--- config.mk ---
export PLATFORM = sky130hd
export DESIGN_NAME = joy_mdpad_scan
export DESIGN_NICKNAME = d
export VERILOG_FILES = /design/src/rtl/joy_pkg.sv /design/src/rtl/joy_sync2.sv /design/src/rtl/joy_mdpad_scan.sv
export SDC_FILE = /design/constraint.sdc
export NUM_CORES = 1
export LEC_CHECK = 0
export CORE_ASPECT_RATIO = 0.75
export CORE_MARGIN = 3
export CORE_UTILIZATION = 56
export CTS_CLUSTER_DIAMETER = 100
export CTS_CLUSTER_SIZE = 25
export DETAILED_ROUTE_END_ITERATION = 12
export DONT_BUFFER_PORTS = 1
export HOLD_SLACK_MARGIN = 0.08
export PLACE_DENSITY_LB_ADDON = 0.1
export SETUP_SLACK_MARGIN = 0.4
export SYNTH_ARGS = -nofsm -noshare
export SYNTH_HDL_FRONTEND = slang
export SYNTH_SLANG_ARGS = --single-unit
--- constraint.sdc ---
create_clock -name clk -period 2.1 [get_ports clk]
set_input_delay 0.21 -clock clk [delete_from_list [all_inputs] [get_ports clk]]
set_output_delay 0.21 -clock clk [all_outputs]
set_load 0.02 [all_outputs]
--- src/rtl/joy_pkg.sv ---
// Shared definitions for the Mega Drive pad scanner.
// Holds the joystick bit positions, the raw pin positions within joy_in,
// the select-phase numbers that carry meaning, the scan FSM state enum and
// a helper that assembles one pad's published 16-bit slice.
package joy_pkg;

    // Bit positions inside one pad's 16-bit joystick slice (active-high)
    localparam int JB_RIGHT = 0;
    localparam int JB_LEFT  = 1;
    localparam int JB_DOWN  = 2;
    localparam int JB_UP    = 3;
    localparam int JB_B     = 4;
    localparam int JB_C     = 5;
    localparam int JB_A     = 6;
    localparam int JB_START = 7;
    localparam int JB_Z     = 8;
    localparam int JB_Y     = 9;
    localparam int JB_X     = 10;
    localparam int JB_MODE  = 11;

    // Raw pin positions inside joy_in = {TR,TL,P4,P3,P2,P1}
    localparam int PIN_UP    = 0;
    localparam int PIN_DOWN  = 1;
    localparam int PIN_LEFT  = 2;
    localparam int PIN_RIGHT = 3;
    localparam int PIN_TL    = 4;
    localparam int PIN_TR    = 5;

    // Select phases that carry captured information
    localparam logic [2:0] PH_DIR  = 3'd0;  // d-pad, B, C
    localparam logic [2:0] PH_ABS  = 3'd1;  // A, Start, presence
    localparam logic [2:0] PH_SIX  = 3'd5;  // six-button identification
    localparam logic [2:0] PH_EXT  = 3'd6;  // Z, Y, X, Mode
    localparam logic [2:0] PH_LAST = 3'd7;  // publication phase

    typedef enum logic {
        ST_IDLE = 1'b0,
        ST_SCAN = 1'b1
    } joy_state_e;

    // Assemble a pad slice from captured (already inverted, active-high) data.
    // Absent pads publish zero; three-button pads publish zero in bits 11:8.
    function automatic logic [15:0] build_slice(
        input logic       pres,
        input logic       six,
        input logic [5:0] dir_act,
        input logic       a_act,
        input logic       start_act,
        input logic [3:0] ext_act
    );
        logic [15:0] s;
        s = 16'h0000;
        if (pres) begin
            s[JB_RIGHT] = dir_act[PIN_RIGHT];
            s[JB_LEFT]  = dir_act[PIN_LEFT];
            s[JB_DOWN]  = dir_act[PIN_DOWN];
            s[JB_UP]    = dir_act[PIN_UP];
            s[JB_B]     = dir_act[PIN_TL];
            s[JB_C]     = dir_act[PIN_TR];
            s[JB_A]     = a_act;
            s[JB_START] = start_act;
            if (six) begin
                s[JB_Z]    = ext_act[PIN_UP];
                s[JB_Y]    = ext_act[PIN_DOWN];
                s[JB_X]    = ext_act[PIN_LEFT];
                s[JB_MODE] = ext_act[PIN_RIGHT];
            end else begin
                s[11:8] = 4'h0;
            end
        end else begin
            s = 16'h0000;
        end
        return s;
    endfunction

endpackage

--- src/rtl/joy_sync2.sv ---
// Two-flop synchroniser for asynchronous pad pins.
// Ports: clk, rst_n (async active-low), d (raw input), q (synchronised).
// Reset value is all-ones, the idle level of the active-low pad pins.
module joy_sync2 #(
    parameter int W = 6
) (
    input  logic         clk,
    input  logic         rst_n,
    input  logic [W-1:0] d,
    output logic [W-1:0] q
);

    logic [W-1:0] meta_r;
    logic [W-1:0] sync_r;

    // Two-stage resynchronisation chain
    always_ff @(posedge clk or negedge rst_n) begin
        if (!rst_n) begin
            meta_r <= {W{1'b1}};
            sync_r <= {W{1'b1}};
        end else begin
            meta_r <= d;
            sync_r <= meta_r;
        end
    end

    assign q = sync_r;

endmodule

--- src/rtl/joy_mdpad_scan.sv ---
// Mega Drive 3/6-button pad scanner for up to four pads on one DB9 bus.
// Ports: clk, rst_n (async active-low); joy_in raw active-low pins;
// joy_mdsel select line (TH); joy_split pad index for the splitter;
// joystick 16 bits per pad; present / six_btn per pad; frame_done strobe
// on publication of the last pad.
// Each pad is walked through eight select phases of PHASE_CYC cycles, then
// the bus rests with select high for IDLE_CYC cycles.
module joy_mdpad_scan
    import joy_pkg::*;
#(
    parameter int NPADS     = 2,
    parameter int PHASE_CYC = 480,
    parameter int IDLE_CYC  = 96000,
    localparam int SW       = (NPADS > 1) ? $clog2(NPADS) : 1
) (
    input  logic                  clk,
    input  logic                  rst_n,
    input  logic [5:0]            joy_in,
    output logic                  joy_mdsel,
    output logic [SW-1:0]         joy_split,
    output logic [16*NPADS-1:0]   joystick,
    output logic [NPADS-1:0]      present,
    output logic [NPADS-1:0]      six_btn,
    output logic                  frame_done
);

    localparam int PCW = $clog2(PHASE_CYC);
    localparam int ICW = (IDLE_CYC > 1) ? $clog2(IDLE_CYC) : 1;

    logic [5:0] sync_s;

    joy_sync2 #(.W(6)) u_sync (
        .clk   (clk),
        .rst_n (rst_n),
        .d     (joy_in),
        .q     (sync_s)
    );

    joy_state_e      state_r,  state_nx;
    logic [PCW-1:0]  cnt_r,    cnt_nx;
    logic [2:0]      phase_r,  phase_nx;
    logic [SW-1:0]   pad_r,    pad_nx;
    logic [ICW-1:0]  idle_r,   idle_nx;
    logic            phase_end_s;
    logic            publish_s;

    logic [5:0]      cap_dir_r;
    logic            cap_a_r;
    logic            cap_start_r;
    logic            cap_pres_r;
    logic            cap_six_r;
    logic [3:0]      cap_ext_r;
    logic [15:0]     slice_s;

    logic                  mdsel_r;
    logic [SW-1:0]         split_r;
    logic [16*NPADS-1:0]   joystick_r;
    logic [NPADS-1:0]      present_r;
    logic [NPADS-1:0]      six_btn_r;
    logic                  frame_done_r;

    // Scan/idle sequencing: cycle, phase and pad counters
    always_comb begin
        state_nx    = state_r;
        cnt_nx      = cnt_r;
        phase_nx    = phase_r;
        pad_nx      = pad_r;
        idle_nx     = idle_r;
        phase_end_s = (state_r == ST_SCAN) && (cnt_r == PCW'(PHASE_CYC - 1));
        publish_s   = phase_end_s && (phase_r == PH_LAST);
        case (state_r)
            ST_IDLE: begin
                if (idle_r == ICW'(IDLE_CYC - 1)) begin
                    state_nx = ST_SCAN;
                    idle_nx  = '0;
                    cnt_nx   = '0;
                    phase_nx = 3'd0;
                    pad_nx   = '0;
                end else begin
                    idle_nx  = idle_r + 1'b1;
                end
            end
            ST_SCAN: begin
                if (phase_end_s) begin
                    cnt_nx = '0;
                    if (phase_r == PH_LAST) begin
                        phase_nx = 3'd0;
                        if (pad_r == SW'(NPADS - 1)) begin
                            state_nx = ST_IDLE;
                            pad_nx   = '0;
                            idle_nx  = '0;
                        end else begin
                            pad_nx   = pad_r + 1'b1;
                        end
                    end else begin
                        phase_nx = phase_r + 3'd1;
                    end
                end else begin
                    cnt_nx = cnt_r + 1'b1;
                end
            end
            default: begin
                state_nx = ST_IDLE;
                cnt_nx   = '0;
                phase_nx = 3'd0;
                pad_nx   = '0;
                idle_nx  = '0;
            end
        endcase
    end

    // State register; select and splitter lines are registered from the
    // next-state values so they switch exactly at phase boundaries
    always_ff @(posedge clk or negedge rst_n) begin
        if (!rst_n) begin
            state_r <= ST_IDLE;
            cnt_r   <= '0;
            phase_r <= 3'd0;
            pad_r   <= '0;
            idle_r  <= '0;
            mdsel_r <= 1'b1;
            split_r <= '0;
        end else begin
            state_r <= state_nx;
            cnt_r   <= cnt_nx;
            phase_r <= phase_nx;
            pad_r   <= pad_nx;
            idle_r  <= idle_nx;
            mdsel_r <= (state_nx == ST_IDLE) || !phase_nx[0];
            split_r <= (state_nx == ST_IDLE) ? '0 : pad_nx;
        end
    end

    // Per-phase capture, taken only on the last cycle of each phase
    always_ff @(posedge clk or negedge rst_n) begin
        if (!rst_n) begin
            cap_dir_r   <= 6'h00;
            cap_a_r     <= 1'b0;
            cap_start_r <= 1'b0;
            cap_pres_r  <= 1'b0;
            cap_six_r   <= 1'b0;
            cap_ext_r   <= 4'h0;
        end else if (phase_end_s) begin
            case (phase_r)
                PH_DIR: cap_dir_r <= ~sync_s;
                PH_ABS: begin
                    cap_a_r     <= ~sync_s[PIN_TL];
                    cap_start_r <= ~sync_s[PIN_TR];
                    // a connected pad grounds left and right while TH is low
                    cap_pres_r  <= !sync_s[PIN_LEFT] && !sync_s[PIN_RIGHT];
                end
                PH_SIX: cap_six_r <= (sync_s[3:0] == 4'b0000);
                PH_EXT: cap_ext_r <= ~sync_s[3:0];
                default: cap_six_r <= cap_six_r;
            endcase
        end
    end

    assign slice_s = build_slice(cap_pres_r, cap_six_r, cap_dir_r,
                                 cap_a_r, cap_start_r, cap_ext_r);

    // Atomic publication of one pad's slice, presence and type
    always_ff @(posedge clk or negedge rst_n) begin
        if (!rst_n) begin
            joystick_r   <= '0;
            present_r    <= '0;
            six_btn_r    <= '0;
            frame_done_r <= 1'b0;
        end else begin
            frame_done_r <= publish_s && (pad_r == SW'(NPADS - 1));
            for (int p = 0; p < NPADS; p++) begin
                if (publish_s && (pad_r == SW'(p))) begin
                    joystick_r[16*p +: 16] <= slice_s;
                    present_r[p]           <= cap_pres_r;
                    six_btn_r[p]           <= cap_pres_r && cap_six_r;
                end
            end
        end
    end

    assign joy_mdsel  = mdsel_r;
    assign joy_split  = split_r;
    assign joystick   = joystick_r;
    assign present    = present_r;
    assign six_btn    = six_btn_r;
    assign frame_done = frame_done_r;

endmodule
==> results_dict.tcl, run 1 <==
set metrics [dict create \
    seqPwrFrac_pct 59.7 \
    dr.pass1.iters 5 \
    grt_pass1_vias 2840 \
    cts_hold_buffers 6 \
    finalHoldViolCount 88 \
    ios 47 \
    min_period_ps 1940 \
    cts-root-buf "clkbuf_8" \
    synth_seq_cells 88 \
    syn_area_um2 3760 \
    cp.arrival_ps 2180 \
    worstSetupEndpointType "register" \
    post-route-period-util_pct 92.5 \
    antenna_found_initial 0 \
    synth-seq-area-share_pct 59.0 \
    drive_above_1_share_pct 40.6 \
    num_vias 3028 \
    critPathMostFrequentCell "buf_4" \
    clock-sinks 88 \
    ys_types 45 \
    clkTransAtPathRegs_ps 90 \
    wire_per_inst_um 18.1 \
    rr_worst_depth 8 \
    critPathRequiredTime_ps 2340 \
    rsz0062_at_grt "true" \
    gr-total-overflow 0 \
    netlist_instances 369 \
    vias_per_cell 5.83 \
    place_congestion 0.863 \
    combPwrFrac_pct 0.8 \
    path_buf_inv 3 \
    nets 449 \
    drv_cap 0 \
    die-area_um2 7740 \
    p_sw_share_pct 22.2 \
    setup-violations-final 0 \
    synth_edf_count 0 \
    ant_nets 0 \
    slew_violations 0 \
    avgSynthCellArea_um2 10.2 \
    core_area_um2 6410 \
    die_x_um 101 \
    skew_ps 11.0 \
    r2r_end "present[0]" \
    crit_fanout 7 \
    synth_top_area_share_pct 49.9 \
    initialDrtViolationCount 170 \
    clk-insertion-delay-late_ps 360 \
    path_cells "ha_2 -> nand4_1 -> buf_4 -> nor3_4 -> buf_4 -> nand3b_1 -> buf_12 -> mux2_2" \
    p_int_mw 2.24 \
    track_usage_pct 23.6 \
    rows 25 \
    htreeDepth 3 \
    hpwl_um 5190 \
    yosys_warnings 0 \
    critPathSlowestCell "dfrtp_1" \
    n_antenna_cell 0 \
    critPathMaxStageDelay_ps 360 \
    final_cell_mix "dfrtp_1, buf_4, nand2_1, o21ai_1" \
    async_reset_ff_share_pct 100 \
    cp_top_family "buffers and inverters" \
    drc_errors 0 \
    yosys.area.top_type "dfrtp_1" \
    status "finished, violations left" \
    clock_path_buffers 2 \
    syn2layout_area_growth_pct 34.4 \
    violations "hold timing" \
    final_common_cell "dfrtp_1" \
    crit_type "reg -> reg" \
    holdWs_ps -463 \
    cts_made_buffers 9 \
    cts_tree "done" \
    hold_class "in -> async" \
    fmax_mhz 515 \
    routed_wl_um 9390 \
    die_h_um 77.0 \
    tns_ps 0 \
    yosys-top-cells-area "dfrtp_1, dfstp_2, o21ai_0, nand2_1, nand3_1" \
    power_mw 2.89 \
    grt_pass1_wl_um 14300 \
    peakVddDrop_uv 512 \
    p_per_area_nw_per_um2 572 \
    start_util_pct 58.6 \
    start_kind "register" \
    p_sw_uw 642 \
    synthFlopType "dfrtp_1" \
    grt_max_degree 89 \
    r2r-start "cnt_r[1]" \
    portBuffers 0 \
    leakagePower_nw 2.21 \
    r2r_slack_ps 160 \
    p_clk_share_pct 39.5 \
]
## cell families (layout without fill, tap and decap cells)
logic type,count (synthesis),after routing,synth area share [%]
other cells,1,8,0.0998
fa+ha+maj,8,8,2.66
compound gates,92,92,13.8
mux,4,4,1.13
xor+xnor,4,4,0.932
buf+inv,32,94,4.33
simple gates,140,140,18.0
flops,88,88,59.0
## final cells by class
type / instances / area (µm²)
Clock buffer: 11 / 153
Clock inverter: 5 / 43.8
Fill cell: 389 / 1360
Inverter: 10 / 42.5
Multi-Input combinational cell: 256 / 1790
Sequential cell: 88 / 2220
Tap cell: 81 / 101
Timing Repair Buffer: 68 / 702
## worst register-to-register path, stage by stage, from the launching register on
cell	delay, ps
dfrtp_1	360
ha_2	190
nand4_1	110
buf_4	170
nor3_4	160
buf_4	140
nand3b_1	200
buf_12	220
mux2_2	270
## layer usage
metal  track usage (%)  routed length, µm  vias to the layer above
met2              34.9               4520                      116
met4              6.06                 75                        0
met5                 0                  0                        -
li1                  -                  -                     1412
met3              6.09                578                        8
met1              34.8               4220                     1492
## cell usage after synthesis (2+ instances only)
cell / number
mux2_2: 2
o211ai_1: 3
clkbuf_1: 9
or3_2: 4
ha_1: 8
nand3b_1: 5
nand4_1: 6
o21ai_0: 59
and3_1: 3
o31ai_1: 2
and2_1: 2
a22o_1: 4
nor4_1: 2
inv_1: 9
a21oi_1: 11
nand3_1: 25
nand2_1: 66
o22ai_1: 2
buf_2: 4
a31oi_1: 3
nor3_1: 5
nor2_1: 15
o21a_1: 2
xnor2_1: 2
dfrtp_1: 75
mux2i_1: 2
xor2_1: 2
buf_4: 8
dfstp_2: 13
## how the worst max path moves through the flow
stage	to	cells past startpoint	start
after global placement	idle_r[7]	6	idle_r[15]
final	present[0]	8	cnt_r[1]
after floorplan	phase_r[0]	6	idle_r[15]
after CTS	idle_r[7]	6	idle_r[15]
after global routing	present[0]	8	cnt_r[0]
after detailed placement	cap_dir_r[3]	7	cnt_r[0]
## timing repair
item,CTS,global route
setup buffers,23,14
gates resized for setup,65,100
endpoints found under the hold margin,94,88
endpoints found under the setup margin,71,76
gates cloned,5,3
pin swaps,21,17
## power by group through the flow
stage	combinational, mW	clock (mW)	sequential, mW
after floorplan	0.0242	0	1.75
after global placement	0.0128	0	1.75
after detailed placement	0.0128	0	1.76
after CTS	0.0216	1.16	1.72
after global routing	0.0235	1.24	1.73
final	0.0222	1.14	1.72
## state kept, by name (all words and copies together), names as in the netlist, 2 cells and up
signal         count
cap_dir_r          6
joystick          24
cnt_r              9
six_btn            2
phase_r            3
cap_ext_r          4
u_sync.meta_r      6
u_sync.q           6
idle_r            17
present            2
## per-stage QoR
step                      hold WS (ps)  instances  instance area [µm²]  setup slack [ps]  util (%)
after global routing              -490        519                 5050              73.7      78.8
after global placement           -83.6        452                 3930               171      61.2
after detailed placement         -83.2        452                 3930               127      61.2
after CTS                         -476        502                 4600               184      71.7
after floorplan                  -85.6        376                 3830               292         -
final                             -463        519                 5050               157      78.8
(Power assumes the default switching activity.)
==> run 2, diff against run 1 <==
--- a/config.mk
+++ b/config.mk
@@ -16,5 +16,5 @@
 export PLACE_DENSITY_LB_ADDON = 0.1
-export SETUP_SLACK_MARGIN = 0.4
 export SYNTH_ARGS = -nofsm -noshare
 export SYNTH_HDL_FRONTEND = slang
+export SYNTH_HIERARCHICAL = 1
 export SYNTH_SLANG_ARGS = --single-unit
--- a/constraint.sdc
+++ b/constraint.sdc
@@ -3,2 +3,2 @@
 set_output_delay 0.21 -clock clk [all_outputs]
-set_load 0.02 [all_outputs]
+set_load 0.005 [all_outputs]
==> results_dict.tcl, run 2 <==
set metrics [dict create \
    status "finished, violations left" \
    violations "hold timing" \
    drive_above_1_share_pct 22.5 \
    yosys_warnings 6 \
    hpwl_um 5030 \
    rsz0062_at_grt "false" \
    crit_type "reg -> reg" \
    endpoint "joystick[2]" \
    initialDrtViolationCount 176 \
    clock-sinks 88 \
    grt_max_degree 89 \
    cp.arrival_ps 2210 \
    drc_errors 0 \
    path_buf_inv 1 \
    fin_cells 454 \
    r2r_end "joystick[2]" \
    power_mw 3.03 \
    grt_pass1_wl_um 12400 \
    syn_area_um2 3850 \
    synth_top_area_share_pct 48.7 \
    vias_per_cell 5.71 \
    critPathMaxStageDelay_ps 360 \
    post-route-period-util_pct 94.0 \
    final_cell_mix "dfrtp_1, nand2_1, o21ai_0, mux2_2, nand3_1" \
    holdWs_ps -460 \
    rows 25 \
    cts_made_buffers 9 \
    drv_cap 0 \
    cts-root-buf "clkbuf_8" \
    avgSynthCellArea_um2 11.2 \
    netlist_instances 344 \
    peakVddDrop_uv 443 \
    gr-total-overflow 0 \
    critPathRequiredTime_ps 2340 \
    antenna_found_initial 0 \
    place_congestion 0.883 \
    nets 384 \
    r2r-start "cnt_r[0]" \
    yosys.area.top_type "dfrtp_1" \
    clk-insertion-delay-late_ps 350 \
    die-area_um2 7920 \
    cp_top_family "simple AND/OR/NAND/NOR gates" \
    synth_common_cells "dfrtp_1, nand2_1, o21ai_0, mux2_2, nand3_1" \
    wire_per_inst_um 16.0 \
    synth_most_common_cell "dfrtp_1" \
    synth-seq-area-share_pct 57.6 \
    start_kind "register" \
    dr.pass1.iters 6 \
    skew_ps 9.84 \
    yosys-top-cells-area "dfrtp_1, dfstp_2, mux2_2, nand2_1, o21ai_0" \
    p_per_area_nw_per_um2 699 \
    final_common_cell "dfrtp_1" \
    fmax_mhz 507 \
    portBuffers 0 \
    routed_wl_um 7280 \
    ant_nets 0 \
    track_usage_pct 20.1 \
    r2r_slack_ps 130 \
    syn2layout_area_growth_pct 12.5 \
    critPathSlowestCell "dfrtp_1" \
    slew_violations 0 \
    dpl.cell_count 429 \
    num_vias 2593 \
    crit_fanout 14 \
    tns_ps 0 \
    largest_reg_flops 24 \
    finalHoldViolCount 88 \
    ios 47 \
    worstSetupEndpointType "register" \
    min_period_ps 1970 \
    path_cells "ha_1 -> and4_4 -> and3_4 -> nand4b_4 -> nor3b_4 -> buf_12 -> mux2_2" \
    clock_path_buffers 2 \
    cp.depth 7 \
    clkTransAtPathRegs_ps 90 \
    cp-startpoint "cnt_r[0]" \
    cts_hold_buffers 6 \
    n_antenna_cell 0 \
    start_util_pct 59.5 \
    die_x_um 102 \
    die_h_um 77.8 \
    synthFlopType "dfrtp_1" \
    synth_edf_count 0 \
    hold_class "in -> async" \
    ys_types 44 \
    htreeDepth 3 \
    leakagePower_nw 2.00 \
    rr_worst_depth 7 \
    utilization_pct 66.9 \
    cts_tree "done" \
    async_reset_ff_share_pct 100 \
    synth_seq_cells 88 \
    setup-violations-final 0 \
    core_area_um2 6470 \
    grt_pass1_vias 2524 \
]
==> run 2: how the worst min path moves through the flow <==
stage | start | to | slack, ps | cells past startpoint
CTS | rst_n | joystick[24] | -480 | 0
finish | rst_n | idle_r[5] | -460 | 0
detailed placement | rst_n | idle_r[5] | -80 | 0
floorplan | rst_n | cap_a_r | -90 | 0
global placement | rst_n | idle_r[5] | -80 | 0
global route | rst_n | joystick[24] | -490 | 0
==> run 2: metal layers <==
metal | global-route usage [%] | wire (µm)
met1 | 29.3 | 3600
met5 | 0 | 0
met3 | 6.02 | 482
met4 | 6.37 | 98
met2 | 28.7 | 3100
==> run 2: where the power goes <==
part	leakage [nW]	total, mW	internal (mW)	switching (mW)
combinational	0.720	0.0128	0.00764	0.00513
sequential	1.17	1.72	1.71	0.00657
clock	0.114	1.30	0.687	0.609
total	2.00	3.03	2.41	0.620
==> run 2: layout make-up <==
cell class	count	area (µm²)
sequential	88	2220
fill	483	2140
multi-input combinational	240	1550
timing repair buffer	24	220
clock buffer	9	124
clock inverter	7	101
tap	81	101
inverter	5	18.8
==> run 2: kinds of logic after synthesis <==
group	synth area share [%]
XOR/XNOR	1.14
multiplexers	8.45
adder cells (fa/ha/maj)	2.60
buffers and inverters	3.35
AO/OA/AOI/OAI	8.97
other	0.0974
AND/OR/NAND/NOR	17.8
flip-flops	57.6
==> run 2: stage by stage <==
stage / area [µm²] / hold WS (ps) / setup slack [ps]
2_1_floorplan: 3880 / -85.6 / 32.2
3_3_place_gp: 4010 / -83.3 / 131
3_5_place_dp: 4010 / -82.8 / 79.1
4_1_cts: 4290 / -476 / 51.1
5_1_grt: 4330 / -495 / 23.1
6_report: 4330 / -460 / 127
==> run 2: timing repair <==
item	in CTS	in global routing
gates resized for setup	0	4
endpoints found under the setup margin	0	41
endpoints found under the hold margin	94	88
setup buffers	0	3
==> run 3, diff against run 2 <==
- CORE_UTILIZATION: 56 -> 25
==> results_dict.tcl, run 3 (same netlist as run 2, synthesis figures left out) <==
set metrics [dict create \
    die_h_um 113 \
    gr-total-overflow 0 \
    status "finished, violations left" \
    r2r-start "cnt_r[0]" \
    critPathRequiredTime_ps 2330 \
    drv_cap 0 \
    violations "hold timing" \
    track_usage_pct 11.1 \
    r2r_end "joystick[1]" \
    cts-root-buf "clkbuf_16" \
    holdWs_ps -446 \
    start_util_pct 26.0 \
    drc_errors 0 \
    seq_area_um2 2220 \
    hold_class "in -> async" \
    leakagePower_nw 2.04 \
    die-area_um2 16900 \
    rr_worst_depth 7 \
    final_cell_mix "dfrtp_1, nand2_1, o21ai_0, mux2_2, nand3_1" \
    vias_per_cell 4.52 \
    cts_post_setup_buffers_inserted 0 \
    post-route-period-util_pct 94.9 \
    ant_nets 0 \
    min_period_ps 1990 \
    cts_tree "done" \
    dp_slack_ps 109 \
    grt_pass1_vias 2661 \
    fmax_mhz 502 \
    hpwl_um 5780 \
    start_kind "register" \
    cts_hold_buffers 6 \
    routed_wl_um 8720 \
    num_vias 2605 \
    place_congestion 0.716 \
    worstSetupEndpointType "register" \
    syn2layout_area_growth_pct 18.4 \
    clock-sinks 88 \
    rsz0062_at_grt "true" \
    crit_type "reg -> reg" \
    core_area_um2 14800 \
    multiInputGateArea_um2 1540 \
    clk-insertion-delay-late_ps 340 \
    r2r_slack_ps 110 \
    nets 386 \
    drive_above_1_share_pct 22.4 \
    die_x_um 149 \
    fin_cells 576 \
    cp.arrival_ps 2220 \
    fill_cells 1511 \
    portBuffers 0 \
    skew_ps 6.70 \
    dpl.cell_count 553 \
    rows 38 \
    tns_ps 0 \
    dr.pass1.iters 4 \
    peakVddDrop_uv 350 \
    wire_per_inst_um 15.1 \
    initialDrtViolationCount 163 \
    slew_violations 0 \
    setup-violations-final 0 \
    final_common_cell "dfrtp_1" \
    htreeDepth 3 \
    fin_ws_ps 108 \
    ios 47 \
    grt_pass1_wl_um 14700 \
    p_per_area_nw_per_um2 720 \
    cts_made_buffers 9 \
    crit_fanout 14 \
    clkTransAtPathRegs_ps 70 \
    clock_path_buffers 2 \
    finalHoldViolCount 88 \
    grt_max_degree 89 \
    antenna_found_initial 1 \
    largest_reg_flops 24 \
]
-- run 3: cell count changes in the layout (fill, tap and decap cells not counted), sizes merged --
cell	before	now
buf	18	20
diode	0	1
clkinvlp	0	2
clkbuf	9	12
bufinv	2	0
clkinv	1	2
inv	9	5
-- run 3: power by group --
group          leakage (nW)  total (mW)  switching [mW]  internal, mW
Combinational         0.732      0.0132         0.00550       0.00769
Clock                 0.135        1.54           0.677         0.867
Sequential             1.17        1.72         0.00689          1.72
Total                  2.04        3.28           0.689          2.59
-- run 3: through the flow --
step	instance area, µm²	hold slack, ps	util [%]	total power [mW]
2_1_floorplan	3880	-85.6	-	1.77
3_3_place_gp	4210	-82.7	28.4	1.76
3_5_place_dp	4210	-82.8	28.4	1.76
4_1_cts	4550	-468	30.8	3.36
5_1_grt	4560	-470	30.8	3.42
6_report	4560	-446	30.8	3.28
-- run 3: final cells by class --
type / instances / share of cell area [%]
multi-input cells: 240 / 33.7
diodes: 1 / 0.0549
clock inverters: 4 / 0.631
flip-flops and latches: 88 / 48.7
inverters: 5 / 0.412
repair buffers: 26 / 5.44
well taps: 200 / 5.49
clock buffers: 12 / 5.63
-- run 3: worst max-delay path by stage --
| stage | endpoint | startpoint | depth (start not counted) | slack (ps) |
|---|---|---|---|---|
| 2_1_floorplan | joystick[10] | cnt_r[0] | 7 | 30 |
| 3_3_place_gp | idle_r[5] | idle_r[1] | 7 | 140 |
| 3_5_place_dp | joystick[3] | cnt_r[0] | 7 | 110 |
| 4_1_cts | joystick[3] | cnt_r[0] | 7 | 100 |
| 5_1_grt | joystick[1] | cnt_r[0] | 7 | -20 |
| 6_report | joystick[1] | cnt_r[0] | 7 | 110 |
-- run 3: worst max-delay path: stages (launching register included) --
cell,delay (ps)
dfrtp_1,350
ha_1,180
and4_4,250
and3_4,210
nand4b_4,140
nor3b_4,240
buf_12,180
mux2_2,340
-- run 3: metal layers --
layer	global-route usage, %	routed length [µm]	vias up	share of wire [%]
met5	0	0	-	0
met4	4.76	146	0	1.7
met3	3.57	535	14	6.1
met2	15.4	3620	57	41
met1	15.8	4420	1275	51
li1	-	-	1259	-
-- run 3: repair_timing --
item / CTS / global route
resized for setup: 0 / 1
endpoints found under the hold margin: 94 / 88
setup endpoints to repair: 0 / 14
